### src/rtl/period_generator.sv
// Square-wave generator: code P gives a 50%-duty output of P+1 clocks.
// New periods take effect only on the rising edge of out.
module period_generator #(
  parameter int WIDTH      = 32,
  parameter int MIN_PERIOD = 1
) (
  input  logic             clock,
  input  logic             reset,
  input  logic             enable,
  input  logic [WIDTH-1:0] period_in,
  input  logic             period_load,
  output logic             out,
  output logic             cycle_start,
  output logic             active,
  output logic [WIDTH-1:0] period_active
);

  typedef enum logic [1:0] {
    IDLE,
    HIGH,
    LOW
  } state_t;

  localparam logic [WIDTH-1:0] MIN_CODE = WIDTH'(MIN_PERIOD);
  localparam logic [WIDTH-1:0] ONE      = WIDTH'(1);

  state_t state, state_n;

  logic [WIDTH-1:0] phase_cnt, phase_cnt_n;
  logic [WIDTH-1:0] pending, pending_n;
  logic [WIDTH-1:0] period_n;
  logic             pending_valid, pending_valid_n;
  logic             have_period, have_period_n;
  logic             out_n, cycle_start_n;
  logic [WIDTH-1:0] load_val, next_code;
  logic             boundary, phase_end;

  // (P+1)>>1 without needing a WIDTH+1 bit sum
  function automatic logic [WIDTH-1:0] half(input logic [WIDTH-1:0] p);
    return (p >> 1) + {{(WIDTH-1){1'b0}}, p[0]};
  endfunction

  assign load_val  = (period_in < MIN_CODE) ? MIN_CODE : period_in;
  assign next_code = period_load   ? load_val :
                     pending_valid ? pending  : period_active;
  assign phase_end = (phase_cnt == '0);
  assign active    = (state != IDLE);

  always_comb begin
    state_n         = state;
    phase_cnt_n     = phase_cnt;
    pending_n       = pending;
    pending_valid_n = pending_valid;
    have_period_n   = have_period;
    period_n        = period_active;
    out_n           = 1'b0;
    cycle_start_n   = 1'b0;
    boundary        = 1'b0;

    unique case (state)
      IDLE: begin
        boundary = enable &&
          (pending_valid || period_load || have_period);
      end
      HIGH: begin
        if (phase_end) begin
          state_n = LOW;
          // L-1 = N-H-1 = P-H
          phase_cnt_n = period_active - half(period_active);
        end else begin
          out_n       = 1'b1;
          phase_cnt_n = phase_cnt - ONE;
        end
      end
      LOW: begin
        if (phase_end) begin
          if (enable) boundary = 1'b1;
          else        state_n  = IDLE;
        end else begin
          phase_cnt_n = phase_cnt - ONE;
        end
      end
      default: state_n = IDLE;
    endcase

    if (boundary) begin
      state_n         = HIGH;
      out_n           = 1'b1;
      cycle_start_n   = 1'b1;
      period_n        = next_code;
      phase_cnt_n     = half(next_code) - ONE;
      pending_valid_n = 1'b0;
      have_period_n   = 1'b1;
    end else if (period_load) begin
      pending_n       = load_val;
      pending_valid_n = 1'b1;
    end
  end

  always_ff @(posedge clock) begin
    if (reset) begin
      state         <= IDLE;
      phase_cnt     <= '0;
      pending       <= '0;
      pending_valid <= 1'b0;
      have_period   <= 1'b0;
      period_active <= '0;
      out           <= 1'b0;
      cycle_start   <= 1'b0;
    end else begin
      state         <= state_n;
      phase_cnt     <= phase_cnt_n;
      pending       <= pending_n;
      pending_valid <= pending_valid_n;
      have_period   <= have_period_n;
      period_active <= period_n;
      out           <= out_n;
      cycle_start   <= cycle_start_n;
    end
  end

endmodule
### config.mk
export PLATFORM = sky130hd
export DESIGN_NAME = period_generator
export DESIGN_NICKNAME = d
export VERILOG_FILES = /design/src/rtl/period_generator.sv
export SDC_FILE = /design/constraint.sdc
export NUM_CORES = 1
export LEC_CHECK = 0
export BUFFER_PORTS_ARGS = -buffer_cell sky130_fd_sc_hd__buf_2
export CAP_MARGIN = 40
export CORE_ASPECT_RATIO = 1.5
export CORE_MARGIN = 4
export CORE_UTILIZATION = 41
export DETAILED_ROUTE_END_ITERATION = 12
export PLACE_DENSITY = 0.56
export REMOVE_ABC_BUFFERS = 1
export SYNTH_ARGS = -nofsm -noshare
export SYNTH_HDL_FRONTEND = slang
export SYNTH_SLANG_ARGS = --single-unit
### constraint.sdc
create_clock -name clock -period 6.1 [get_ports clock]
set_input_delay 0.305 -clock clock [delete_from_list [all_inputs] [get_ports clock]]
set_output_delay 0.305 -clock clock [all_outputs]
set_load 0.005 [all_outputs]
==> run metrics, run 1 <==
vias per std cell about 5.7; Final Hold Vio Count 0; H-tree depth 3; period utilization 0.593; clk_skew ~0.0084 ns; FF+latch count, synth roughly 100; status complete, no violations; final setup margin around 2.5 ns; first-pass GRT wire length about 43000 um; Worst-Margin Slew about 0.84 ns; Synth area leaders dfxtp_1, ha_1, mux2i_1; Pre-antenna DRT Iters 5; area leader, netlist dfxtp_1; CTS tree yes; Initial Util 0.420; critical path class flip-flop to flip-flop; commonest cells after routing, fill and taps aside nor2_1, nand2_1, dfxtp_1; die area 22800 um2; grt met1 use 0.251; Post-synth EDFFs 0; initial antenna violation count 0; Seq/Total Area, Yosys 0.244; endpoints failing setup 0; Layout Nets between 1000 and 1500; dpl ws about 2.5 ns; largest net degree at the start of global routing 47; P&R area growth vs syn 10.0%; Max Cap Viol 0; Worst Hold Class input port to flip-flop; I/O Buffers 70; gr ovfl total 0; post-CTS setup buffers 0; Ys Warns 0; Critical Path RT ~6.4 ns; fillers 2115; GRT Resource Usage Total 0.234; Resized Gates After CTS 0; RSZ-0062 raised after global routing false; Critical Path Start Type flip-flop; n_diodes 0; num rows 63; Mapped Area about 8400 um2; DRT antenna net count 0; met2 Resource Use GR 0.452; CTS sink cnt just over 100; Netlist cell types 81; Ports 71; grt met3 use 0.0268; Top Usage Layer GRT met2; Slew Viols, Final 0; PD cells approximately 260 nW/um2; Primary FF master, synth dfxtp_1; Syn Inst Count between 1000 and 1500; die height 183 um; CP max FO 22; post-synth top area share 0.244; die width 125 um; Crit. End Element flip-flop; CTS Hold Bufs 0; syn_area_per_cell between 7 and 8 um2; vias in the first global route about 8000; HPWL Detailed ~21000 um; share of cells above drive strength 1 0.108; root buffer cell clkbuf_16; Achievable Freq about 280 MHz; Data arrival, critical path 3.91 ns; CTS Buf Count 9; routability-driven placement congestion ratio ~0.91; Max-slew headroom 0.438; DR iter-0 viols 489; Longest Clk Path Bufs 2; Total Power approximately 2.4 mW; Clock transition at path regs about 0.080 ns; wire per inst between 15 and 20 um; total core area 19900 um2; most common cell after layout, fill and taps aside nor2_1; Setup Total Neg Slack 0 ns; Remaining DRCs 0; routed wire length between 20000 and 30000 um; vias a little over 8000; Clk Latency, worst-skew pair 0.36 ns; peak supply drop roughly 0.00015 V; Async S/R FF share, synth 0; final critical-path required period between 3 and 4 ns; leak pwr 3.94 nW
## report_power, final
| group | switching, mW | leakage, nW | internal [mW] | total [mW] |
|---|---|---|---|---|
| Clock | 0.297 | 0.141 | 0.283 | 0.580 |
| Sequential | 0.0649 | 0.837 | 0.721 | 0.786 |
| Combinational | 0.613 | 2.97 | 0.407 | 1.02 |
| Total | 0.975 | 3.94 | 1.41 | 2.39 |
## synth_stat cells (5+ instances only)
master,instances
nor4_1,16
nand3b_1,5
o211ai_1,7
dfxtp_1,102
a21o_1,11
or2_2,7
nor2_1,123
o21ai_1,10
nand2_1,112
o21a_1,10
a211o_1,6
xor2_1,26
nand4_1,14
clkbuf_1,38
nand2b_1,7
a31oi_1,9
o21ai_0,44
xnor2_1,32
and3_1,7
buf_2,12
a22oi_1,5
o221ai_1,5
and2_1,6
nor3_1,32
o22ai_1,7
mux2i_1,65
a211oi_1,22
nand3_1,21
inv_1,100
a21oi_1,92
ha_1,65
or3_1,14
## registers in the layout, indices dropped and copies added, names as in the netlist
signal	flops
cycle_start	1
have_period	1
out	1
pending	32
pending_valid	1
period_active	32
phase_cnt	32
state	2
## critical path: stages (launching register included)
cell and delay (ns):
dfxtp_1 0.34, or3_1 0.46, nor3_2 0.49, nand4_2 0.36, a21oi_4 0.70, nor2_1 0.40
o31a_1 0.38, a211o_1 0.26, a31oi_1 0.13
## kinds of logic after synthesis
logic type                 synth area share
and+or+nand+nor                       0.234
AOI/OAI and AO/OA                     0.202
buffers and inverters                0.0749
DFF                                   0.244
muxes                                0.0867
adders and majority gates            0.0971
xor gates and xnor gates             0.0607
## final timing paths
| kind | from | endpoint | slack, ns | cells after the start |
|---|---|---|---|---|
| setup / recovery | phase_cnt[3]$_SDFFE_PP0P_ | phase_cnt[20]$_SDFFE_PP0P_ | 2.48 | 8 |
| hold / removal | period_in[8] | pending[8]$_SDFFE_PP0P_ | 0.20 | 3 |
| setup reg to reg | phase_cnt[3]$_SDFFE_PP0P_ | phase_cnt[20]$_SDFFE_PP0P_ | 2.48 | 8 |
| hold reg to reg | have_period$_SDFFE_PP0P_ | have_period$_SDFFE_PP0P_ | 0.47 | 2 |
## final cells by class
| class | count | area, um2 | share of cell area |
|---|---|---|---|
| sequential | 102 | 2040 | 0.222 |
| timing repair buffer | 82 | 457 | 0.0496 |
| clock inverter | 7 | 53.8 | 0.00584 |
| multi-input combinational | 860 | 5730 | 0.622 |
| tap | 260 | 325 | 0.0353 |
| inverter | 101 | 379 | 0.0412 |
| clock buffer | 9 | 225 | 0.0245 |
## through the flow
step	instances	hold WS, ns	instance area [um2]	utilization
6_report	1421	0.202	9210	0.462
5_1_grt	1421	0.211	9210	0.462
4_1_cts	1421	0.197	9210	0.462
3_5_place_dp	1405	0.459	8930	0.448
3_3_place_gp	1403	0.456	8900	0.446
2_1_floorplan	1063	0.374	8130	-
## metal layers
| layer | part of all wire | routed length [um] |
|---|---|---|
| met1 | 0.37 | 10100 |
| met2 | 0.54 | 14800 |
| met3 | 0.034 | 913 |
| met4 | 0.049 | 1320 |
| met5 | 0 | 0 |
(Power assumes the default switching activity.)
==> inputs of run 2 (changes only) <==
- ABC_AREA: default -> 1
- PLACE_DENSITY: 0.56 -> 0.58
- clock period: 6.1 -> 3 ns (I/O delays scaled with it)
==> run metrics, run 2 <==
routed wire length 33400 um (was 27100 um); Ports 71 (unchanged); Seq/Total Area, Yosys 0.211 (was 0.244); total core area 23100 um2 (was 19900 um2); Clk Latency, worst-skew pair 0.38 ns (was 0.36 ns); Critical Path RT 3.24 ns (was 6.39 ns); Ys Warns 0 (unchanged); final critical-path required period 2.77 ns (was 3.62 ns); RSZ-0062 raised after global routing false (unchanged); Longest Clk Path Bufs 2 (unchanged); FF+latch count, synth 102 (unchanged); Layout Nets 1741 (was 1257); Netlist cell types 54 (was 81); final core occ 0.459 (was 0.462); most common cell after layout, fill and taps aside nand2_1 (was nor2_1); Remaining DRCs 0 (unchanged); Post-synth EDFFs 0 (unchanged); Critical Path Start Type flip-flop (unchanged); RR Startpoint pending_valid$_SDFFE_PP0P_ (was phase_cnt[3]$_SDFFE_PP0P_); Total Power 5.81 mW (was 2.39 mW); Achievable Freq 361 MHz (was 276 MHz); routability-driven placement congestion ratio 0.976 (was 0.905); peak supply drop 0.000411 V (was 0.000152 V); syn_area_per_cell 6.13 um2 (was 7.49 um2); critical path class flip-flop to flip-flop (unchanged); Worst-Margin Slew 0.636 ns (was 0.840 ns); placed inst area 10300 um2 (was 8930 um2); most common cell in the netlist nand2_1 (was nor2_1); Data arrival, critical path 3.02 ns (was 3.91 ns); Initial Util 0.418 (was 0.420); n_diodes 0 (unchanged); Final Hold Vio Count 0 (unchanged); Clock transition at path regs 0.08 ns (about the same); commonest cells after routing, fill and taps aside nand2_1, inv_1, nor2_1 (was nor2_1, nand2_1, dfxtp_1); Hold Slack 0.0437 ns (was 0.202 ns); Pre-antenna DRT Iters 5 (unchanged); GRT Resource Usage Total 0.256 (was 0.234); post-route cell area 10600 um2 (was 9210 um2); area leader, netlist dfxtp_1 (unchanged); worst hold stages 3 (unchanged); Max-slew headroom 0.572 (was 0.438); PD cells 547 nW/um2 (was 259 nW/um2); first-pass GRT wire length 52800 um (was 42800 um); Worst Hold Class input port to flip-flop (unchanged); clk_skew 0.0133 ns (was 0.00844 ns); P&R area growth vs syn 9.97% (was 10.0%); top layer in use met4 (unchanged); Hold Crit Start period_in[11] (was period_in[8]); Mapped Area 9670 um2 (was 8370 um2); largest net degree at the start of global routing 41 (was 47); die area 26100 um2 (was 22800 um2); DRT antenna net count 0 (unchanged); gr ovfl total 0 (unchanged); CTS Buf Count 9 (unchanged); I/O Buffers 70 (unchanged); Async S/R FF share, synth 0 (unchanged); r2r setup slk 0.23 ns (was 2.48 ns); die width 133 um (was 125 um); Worst Hold End pending[11]$_SDFFE_PP0P_ (was pending[8]$_SDFFE_PP0P_); CTS tree yes (unchanged); FF-to-FF End phase_cnt[26]$_SDFFE_PP0P_ (was phase_cnt[20]$_SDFFE_PP0P_); met2 wire length 16800 um (was 14800 um); Crit. End Element flip-flop (unchanged); status complete, no violations (unchanged); initial antenna violation count 0 (unchanged); met1 wire length 13800 um (was 10100 um); FF-to-FF path depth 14 (was 8); root buffer cell clkbuf_16 (unchanged); Top Registers pending: 32 flops, period_active: 32 flops, phase_cnt: 32 flops (unchanged); fillers 2604 (was 2115); Max Cap Viol 0 (unchanged); HPWL Detailed 27300 um (was 21100 um); DR iter-0 viols 608 (was 489); leak pwr 5.46 nW (was 3.94 nW); Post-synth top cells nand2_1, inv_1, nor2_1 (was nor2_1, nand2_1, dfxtp_1); CP max FO 4 (was 22); Syn Inst Count 1578 (was 1118); met3 routed wirelength 1380 um (was 913 um); die height 196 um (was 183 um); Synth area leaders dfxtp_1, nand2_1, inv_1 (was dfxtp_1, ha_1, mux2i_1); vias in the first global route 9969 (was 7876); share of cells above drive strength 1 0.138 (was 0.108); wire per inst 17.1 um (was 19.1 um); H-tree depth 3 (unchanged); vias 9973 (was 8145); Primary FF master, synth dfxtp_1 (unchanged); post-synth top area share 0.211 (was 0.244); CTS sink cnt 102 (unchanged); period utilization 0.924 (was 0.593); vias per std cell 5.09 (was 5.73); endpoints failing setup 0 (unchanged); Slew Viols, Final 0 (unchanged); num rows 68 (was 63)
[run 2: cell count changes in the layout (fill, tap and decap cells not counted), moves of 16 or more]
| cell | change |
|---|---|
| nor3_1 | -22 |
| nor2_2 | +28 |
| inv_2 | +16 |
| nor2_1 | +21 |
| nand3_2 | +19 |
| xnor2_1 | -16 |
| mux2i_1 | -65 |
| a211oi_1 | -21 |
| nand2_1 | +343 |
| inv_1 | +161 |
| nand3_1 | +92 |
[run 2: what timing repair did]
item,CTS,global route
buffers inserted,0,0
hold buffers,0,0
endpoints found under the setup margin,0,2
gates resized for setup,0,2
[run 2: worst max-delay path by stage]
| stage | start | to |
|---|---|---|
| final | pending_valid$_SDFFE_PP0P_ | phase_cnt[26]$_SDFFE_PP0P_ |
| after global routing | pending_valid$_SDFFE_PP0P_ | phase_cnt[27]$_SDFFE_PP0P_ |
| after CTS | pending_valid$_SDFFE_PP0P_ | phase_cnt[27]$_SDFFE_PP0P_ |
| after detailed placement | period_in[29] | phase_cnt[26]$_SDFFE_PP0P_ |
| after global placement | period_in[29] | phase_cnt[26]$_SDFFE_PP0P_ |
| after floorplan | pending_valid$_SDFFE_PP0P_ | phase_cnt[9]$_SDFFE_PP0P_ |
[run 2: final cells by class]
type / instances / area [um2] / share of cell area
clock buffer: 10 / 239 / 0.0225
clock inverter: 5 / 82.6 / 0.00777
inverter: 281 / 1060 / 0.0997
multi-input combinational: 1150 / 6250 / 0.588
sequential: 102 / 2040 / 0.192
tap: 315 / 394 / 0.0371
timing repair buffer: 96 / 558 / 0.0525
[run 2: worst max-delay path, cell delays in order, from the launching register on]
cell,delay [ns]
dfxtp_1,0.38
inv_2,0.08
nor2_2,0.08
inv_1,0.24
o22ai_1,0.11
a21oi_1,0.20
ha_1,0.23
ha_1,0.15
nand3_1,0.22
nor2_2,0.31
nand3_1,0.13
o21ai_0,0.12
nand3_1,0.20
nand2_1,0.12
a21oi_1,0.06
[run 2: cells by family (layout without fill, tap and decap cells)]
kind of cell,count (synthesis),in the layout,share of synthesized area
AO/OA/AOI/OAI,200,200,0.128
XOR/XNOR,53,53,0.0480
adder cells (fa/ha/maj),65,65,0.0841
buffers and inverters,326,392,0.143
flip-flops,102,102,0.211
AND/OR/NAND/NOR,832,832,0.386
[run 2: power by group]
group	total (mW)	internal (mW)	leakage [nW]	switching, mW
combinational	2.85	0.944	4.46	1.91
clock	1.35	0.754	0.159	0.597
sequential	1.61	1.48	0.837	0.131
[run 2: metal layers]
metal  vias up  GRT usage
met2       244      0.468
li1       5114          -
met5         -          0
met1      4545      0.302
met4         0      0.112
met3        70     0.0233
[run 2: per-stage QoR]
stage | worst slack, ns | std cells | TNS [ns]
4_1_cts | 0.0990 | 1959 | 0
3_3_place_gp | 0.0535 | 1944 | 0
5_1_grt | 0.0246 | 1959 | 0
3_5_place_dp | -0.0764 | 1944 | -0.0971
6_report | 0.229 | 1959 | 0
2_1_floorplan | 0.151 | 1533 | 0
